===== src/rtl/accum_pkg.sv =====
// Shared types and helpers for the N-sample block accumulator: FSM states,
// result/counter width helpers and the sample extension function.
package accum_pkg;

  typedef enum logic [0:0] {
    ACCUM = 1'b0,
    HOLD  = 1'b1
  } state_t;

  // Widest sample/sum the extension helper can handle.
  localparam int EXT_MAX_W = 64;

  function automatic int sum_width(input int data_w, input int n_samples);
    return data_w + $clog2(n_samples);
  endfunction

  function automatic int cnt_width(input int n_samples);
    return $clog2(n_samples);
  endfunction

  // Caller passes the sample zero-padded to EXT_MAX_W and truncates the
  // result to its own sum width.
  function automatic logic [EXT_MAX_W-1:0] sext_zext(
    input logic [EXT_MAX_W-1:0] data,
    input int                   data_w,
    input bit                   is_signed
  );
    logic [EXT_MAX_W-1:0] upper_mask;
    logic [5:0]           msb;
    upper_mask = {EXT_MAX_W{1'b1}} << data_w;
    msb        = 6'(data_w - 1);
    return (data & ~upper_mask) | ((is_signed && data[msb]) ? upper_mask : '0);
  endfunction

endpackage


===== src/rtl/accum_nsample_if.sv =====
// Sample-in / block-sum-out handshake bundle for accum_nsample.
interface accum_nsample_if
  import accum_pkg::*;
#(
  parameter int DATA_W    = 4,
  parameter int N_SAMPLES = 4
);
  localparam int SUM_W = sum_width(DATA_W, N_SAMPLES);
  localparam int CNT_W = cnt_width(N_SAMPLES);

  logic              in_valid;
  logic              in_ready;
  logic [DATA_W-1:0] data;
  logic              out_valid;
  logic              out_ready;
  logic [SUM_W-1:0]  sum;
  logic [CNT_W-1:0]  count;

  modport master (
    output in_valid, data, out_ready,
    input  in_ready, out_valid, sum, count
  );

  modport slave (
    input  in_valid, data, out_ready,
    output in_ready, out_valid, sum, count
  );
endinterface


===== src/rtl/accum_nsample.sv =====
// N-sample block accumulator: sums N_SAMPLES accepted samples and holds the
// block sum under a ready/valid handshake, with zero-bubble block chaining.
module accum_nsample
  import accum_pkg::*;
#(
  parameter int DATA_W    = 4,
  parameter int N_SAMPLES = 4,
  parameter int SIGNED    = 0,
  parameter int SUM_W     = sum_width(DATA_W, N_SAMPLES),
  parameter int CNT_W     = cnt_width(N_SAMPLES)
) (
  input  logic              clk,
  input  logic              reset,
  input  logic              clear,
  accum_nsample_if.slave    bus
);

  state_t           state_reg, state_next;
  logic [SUM_W-1:0] sum_reg, sum_next;
  logic [CNT_W-1:0] count_reg, count_next;
  logic [SUM_W-1:0] ext_data;
  logic             in_ready_c;
  logic             last_sample;

  assign ext_data    = SUM_W'(sext_zext(EXT_MAX_W'(bus.data), DATA_W, SIGNED != 0));
  assign last_sample = (count_reg == CNT_W'(N_SAMPLES - 1));

  always_ff @(posedge clk) begin
    if (reset) begin
      state_reg <= ACCUM;
      sum_reg   <= '0;
      count_reg <= '0;
    end else begin
      state_reg <= state_next;
      sum_reg   <= sum_next;
      count_reg <= count_next;
    end
  end

  always_comb begin
    state_next = state_reg;
    sum_next   = sum_reg;
    count_next = count_reg;
    in_ready_c = 1'b1;

    case (state_reg)
      ACCUM: begin
        in_ready_c = 1'b1;
        // Abort beats a sample arriving in the same cycle.
        if (clear) begin
          sum_next   = '0;
          count_next = '0;
        end else if (bus.in_valid) begin
          sum_next = (count_reg == '0) ? ext_data : sum_reg + ext_data;
          if (last_sample) begin
            count_next = '0;
            state_next = HOLD;
          end else begin
            count_next = count_reg + CNT_W'(1);
          end
        end
      end

      HOLD: begin
        // Result is frozen until consumed; clear cannot discard it.
        in_ready_c = bus.out_ready;
        if (bus.out_ready) begin
          state_next = ACCUM;
          if (bus.in_valid) begin
            sum_next   = ext_data;
            count_next = CNT_W'(1);
          end
        end
      end

      default: begin
        state_next = ACCUM;
      end
    endcase
  end

  assign bus.in_ready  = in_ready_c;
  assign bus.out_valid = (state_reg == HOLD);
  assign bus.sum       = sum_reg;
  assign bus.count     = count_reg;

endmodule


===== src/flat_wrapper.sv =====
// flat-port wrapper written by rule: the top's interface ports become plain ports
module accum_nsample_flat import accum_pkg::*;
#(
  parameter int DATA_W    = 4,
  parameter int N_SAMPLES = 4,
  parameter int SIGNED    = 0,
  parameter int SUM_W     = sum_width(DATA_W, N_SAMPLES),
  parameter int CNT_W     = cnt_width(N_SAMPLES)
)
  (clk, reset, clear, bus_in_valid, bus_data, bus_out_ready, bus_in_ready, bus_out_valid, bus_sum, bus_count);
  accum_nsample_if #(.DATA_W(DATA_W), .N_SAMPLES(N_SAMPLES)) bus_i ();
  input  logic clk;
  input  logic reset;
  input  logic clear;
  input wire logic [$bits(bus_i.in_valid)-1:0] bus_in_valid;
  input wire logic [$bits(bus_i.data)-1:0] bus_data;
  input wire logic [$bits(bus_i.out_ready)-1:0] bus_out_ready;
  output wire logic [$bits(bus_i.in_ready)-1:0] bus_in_ready;
  output wire logic [$bits(bus_i.out_valid)-1:0] bus_out_valid;
  output wire logic [$bits(bus_i.sum)-1:0] bus_sum;
  output wire logic [$bits(bus_i.count)-1:0] bus_count;
  assign bus_i.in_valid = bus_in_valid;
  assign bus_i.data = bus_data;
  assign bus_i.out_ready = bus_out_ready;
  assign bus_in_ready = bus_i.in_ready;
  assign bus_out_valid = bus_i.out_valid;
  assign bus_sum = bus_i.sum;
  assign bus_count = bus_i.count;
  accum_nsample #(.DATA_W(DATA_W), .N_SAMPLES(N_SAMPLES), .SIGNED(SIGNED), .SUM_W(SUM_W), .CNT_W(CNT_W)) u_core (.clk(clk), .reset(reset), .clear(clear), .bus(bus_i));
endmodule

===== config.mk =====
export PLATFORM = sky130hd
export DESIGN_NAME = accum_nsample_flat
export DESIGN_NICKNAME = d
export VERILOG_FILES = /design/src/rtl/accum_pkg.sv /design/src/rtl/accum_nsample_if.sv /design/src/rtl/accum_nsample.sv /design/src/flat_wrapper.sv
export SDC_FILE = /design/constraint.sdc
export NUM_CORES = 1
export LEC_CHECK = 0
export ABC_AREA = 1
export ABC_CLOCK_PERIOD_IN_PS = 1500
export BUFFER_PORTS_ARGS = -buffer_cell sky130_fd_sc_hd__buf_4
export CAP_MARGIN = 20
export CORE_ASPECT_RATIO = 0.9
export CORE_MARGIN = 1.5
export CORE_UTILIZATION = 44
export CTS_CLUSTER_SIZE = 16
export DETAILED_ROUTE_END_ITERATION = 8
export PLACE_DENSITY = 0.72
export RECOVER_POWER = 100
export SYNTH_ARGS = -nofsm -noshare
export SYNTH_HDL_FRONTEND = slang
export SYNTH_SLANG_ARGS = --single-unit

===== constraint.sdc =====
create_clock -name clk -period 1.5 [get_ports clk]
set_input_delay 0.45 -clock clk [delete_from_list [all_inputs] [get_ports clk]]
set_output_delay 0.45 -clock clk [all_outputs]
set_load 0.005 [all_outputs]

**Word level (Yosys, flattened, before mapping)**

Index checks and enable logic that the tools add are counted.
Widths: inputs -> output; s select.

- Register bits after elaboration: 9
- Input port bits: 9
- Output and inout bits: 10

- Add/subtract/negate cells: 2
- Equality and inequality tests: 4
- Multiplexer cells: 18
- Bitwise gates (word level): 1
- Reduce and logical (&&, ||, !) cells: 2

Operator list:

| kind | count |
|---|---|
| $mux 6 | 5 |
| $pmux 6 s2 | 1 |
| $mux 2 | 5 |
| $add 6x4->6 | 1 |
| $mux 1 | 4 |
| $ne 2x2->1 const B | 2 |
| $pmux 1 s2 | 2 |
| $pmux 2 s2 | 1 |
| $ne 3x3->1 const B | 1 |
| $reduce_and 3->1 | 1 |
| $add 2x1->2 const B | 1 |
| $eq 2x2->1 const B | 1 |
| $logic_not 2->1 | 1 |
| $not 1->1 | 1 |

**Longest topological paths before layout**

- Word-level depth: 5
- Mapped depth: 8
- Depth with buffers taken out: 8

**Worst setup path before layout**

OpenSTA, ideal clock, no wires.

- Path type: in2reg
- From: input bus_data[0]
- To: register u_core.sum_reg[4], in the netlist u_core.bus.sum[4]
- Data arrival time: 1427 ps
- Data required time: 1384 ps
- Setup slack: -44 ps
- Cell stages on the path: 8
- Path through: ha_1 inv_1 fa_1 nand3b_1 nand2_1 nand2_1 nand3_1 a21oi_1

- Longest elaborated chain between the ends: 5

Ends and longest elaborated chain:

| element | RTL line | source |
|---|---|---|
| start: declaration | flat_wrapper.sv:16 | `input wire logic [$bits(bus_i.data)-1:0] bus_data;` |
| $add 6x4->6 | accum_nsample.sv:54 | `sum_next = (count_reg == '0) ? ext_data : sum_reg + ext_data;` |
| $mux 6 | accum_nsample.sv:54 |  |
| $mux 6 | accum_nsample.sv:53 | `end else if (bus.in_valid) begin` |
| $mux 6 | accum_nsample.sv:50 | `if (clear) begin` |
| $pmux 6 s2 | accum_nsample.sv:46 | `case (state_reg)` |
| end signal: assignment | accum_nsample.sv:35 | `sum_reg <= sum_next;` |
| end: declaration | accum_nsample.sv:19 | `logic [SUM_W-1:0] sum_reg, sum_next;` |

No other way between the ends. The select of a mux whose other input is x is not followed.
A chain may end at the register's enable or synchronous reset.

**Worst setup path in the final report**

- From: register u_core.sum_reg[0], in the netlist u_core.bus.sum[0]
- To: register u_core.sum_reg[1], in the netlist u_core.bus.sum[1]

- Longest elaborated chain between the ends: 5

Ends and longest elaborated chain:

| element | RTL line |
|---|---|
| $add 6x4->6 | accum_nsample.sv:54 |
| $mux 6 | accum_nsample.sv:54 |
| $mux 6 | accum_nsample.sv:53 |
| $mux 6 | accum_nsample.sv:50 |
| $pmux 6 s2 | accum_nsample.sv:46 |

No other way between the ends. The select of a mux whose other input is x is not followed.

==> results.yml <==
sta:
  fin_crit_sh_pct: 96.4
  slew_violations: 0
  skew_ps: 1.80
  tightest_slew_ps: 359
  min_period_ps: 1450
  slew-limit-headroom_pct: 76.0
  setup_violations: 0
  holdWs_ps: 400
  hold_viol: 0
  max_freq_mhz: 692
synthesis:
  synth-async-reset-ratio_pct: 0
  synth_seq_cells: 9
  synth-edff-count: 0
  avgSynthCellArea_um2: 6.72
  synth_area_leaders: "dfxtp_1 27%, nand2_1 14%, ha_1 11%"
  synth_seq_area_share_pct: 27.4
  ys_types: 21
  yosys_warnings: 0
  syn-instance-count: 98
  synth_ff_type: "dfxtp_1"
  synth_top_cell_area_share_pct: 27.4
  synthesis.area_um2: 658
  synthTopCellsByCount: "24 x nand2_1, 17 x inv_1, 10 x a21oi_1, 9 x dfxtp_1, 7 x nor2_1"
  synth_nets: 114
  yosysMostFrequentCell: "nand2_1"
  synth_top_area_cell: "dfxtp_1"
routing:
  drcViolationCount: 0
  wl_per_cell_um: 11.9
  vias: 732
  totalWireLength_um: 1680
  ant_nets: 0
  drt_iter0_markers: 16
  viasPerCell: 5.19
  drtPass1Iterations: 4
final_layout:
  finalNonFillerCells: 141
  largest_reg_flops: 6
  drive_gt1_share_pct: 27.0
  final_net_count: 143
  multiInputGateArea_um2: 420
  area_growth_pct: 34.8
  ff_latch_area_um2: 184
  fill_cells: 145
  diodes: 0
worst_hold_path:
  hold_path_class: "primary input to flip-flop"
  min_path_cells: 2
placement:
  place_congestion: 0.777
  dpl.cell_count: 136
  dpl.hpwl_um: 1360
  io_buffers: 18
power:
  vdd_ir_drop_max_v: 0.000509
  leakagePower_nw: 0.429
  p_total_mw: 0.589
  power.density_mw_per_mm2: 664
floorplanning:
  core_mm2: 0.00142
  ios: 19
  fp.dieArea_mm2: 0.00174
  die_w_um: 43.8
  die_h_um: 39.7
  rows: 13
  initial_utilization_pct: 46.5
critical_path:
  critical_path_peak_fanout: 3
  required_ps: 1700
  crit_arrival_ps: 1640
  start_kind: "flip-flop"
  end_kind: "flip-flop"
  worstRegToRegCells: 6
  crit_type: "flip-flop to flip-flop"
status:
  status: "completed"
cts:
  cts_buffers: 3
  insertion_delay_ps: 270
  clk_pin_slew_ps: 60
  cts-root-buf: "clkbuf_4"
  cts_hold_buf: 0
  htree_levels: 1
  cts_tree: "built"
  cts_sinks: 9
  cts_buffer_depth: 2
grt:
  first_global_vias: 632
  grt_max_degree: 8
  antenna_found_initial: 0
  grt_first_pass_wirelength_um: 2600
  grt_overflow: 0
  grtUsageTotal_pct: 21.3
job:
  cap_violations: 0
-- stage by stage --
stage / TNS, ps / instance area [µm²] / utilization, % / worst slack, ps
global route: -5.43 / 887 / 62.7 / -5.43
global placement: -306 / 852 / 60.2 / -150
detailed placement: -463 / 852 / 60.2 / -238
floorplan: 0 / 661 / - / 5.39
CTS: 0 / 883 / 62.4 / 7.24
finish: 0 / 887 / 62.7 / 54.4
-- final cells by class --
type                       count  area share, %
multi-input combinational     71           47.4
sequential                     9           20.7
timing repair buffer          24           19.2
inverter                      18           7.62
clock buffer                   4           2.96
tap                           15           2.12
-- routing by layer --
metal / track usage, % / vias up / routed length [µm]
li1: - / 374 / -
met5: 0 / - / 0
met4: 9.85 / 0 / 17
met3: 6.91 / 2 / 106
met1: 25.3 / 333 / 747
met2: 34.9 / 23 / 808
-- worst paths after layout --
| kind | from | to | slack, ps |
|---|---|---|---|
| worst max-delay path | u_core.bus.sum[0]$_SDFFE_PP0P_ | u_core.bus.sum[1]$_SDFFE_PP0P_ | 50 |
| worst min-delay path | reset | u_core.bus.sum[4]$_SDFFE_PP0P_ | 400 |
| worst min register to register | u_core.bus.sum[2]$_SDFFE_PP0P_ | u_core.bus.sum[2]$_SDFFE_PP0P_ | 490 |
| worst max register to register | u_core.bus.sum[0]$_SDFFE_PP0P_ | u_core.bus.sum[1]$_SDFFE_PP0P_ | 50 |
-- layout by cell type, fill, tap and decap left out, types with 2 or more instances in the layout --
cell type	n
inv_2	2
nand2_1	24
nand4_1	3
clkbuf_4	10
dfxtp_1	8
buf_4	14
clkbuf_1	3
ha_1	5
o21ai_1	3
nor2_1	7
nand3_1	4
a21oi_1	10
inv_1	16
nor3_1	2
nand3b_1	2
-- repair_timing --
action / CTS / global route
buffers inserted: 0 / 1
endpoints found under the setup margin: 2 / 2
resized for setup: 3 / 4
pin swaps: 2 / 2
hold endpoints to repair: 0 / 0
-- worst max-delay path, stage by stage (launching register included) --
cell	delay (ps)
dfxtp_4	360
ha_4	160
inv_2	50
fa_2	430
a21oi_1	140
o21ai_1	80
a21oi_1	150
-- cell families (layout without fill, tap and decap cells) --
group | Yosys count | in the layout | share of synthesized area [%]
simple gates | 47 | 47 | 33.7
buf+inv | 18 | 46 | 10.3
compound gates | 16 | 16 | 12.9
flops | 9 | 9 | 27.4
fa+ha+maj | 7 | 7 | 14.4
xor+xnor | 1 | 1 | 1.33
-- report_power, final --
| part | switching (mW) | internal (mW) | leakage, nW |
|---|---|---|---|
| sequential | 0.00732 | 0.247 | 0.0740 |
| clock | 0.0900 | 0.103 | 0.0150 |
| combinational | 0.0748 | 0.0675 | 0.340 |
Note: power is estimated with default switching activity, not from simulation.
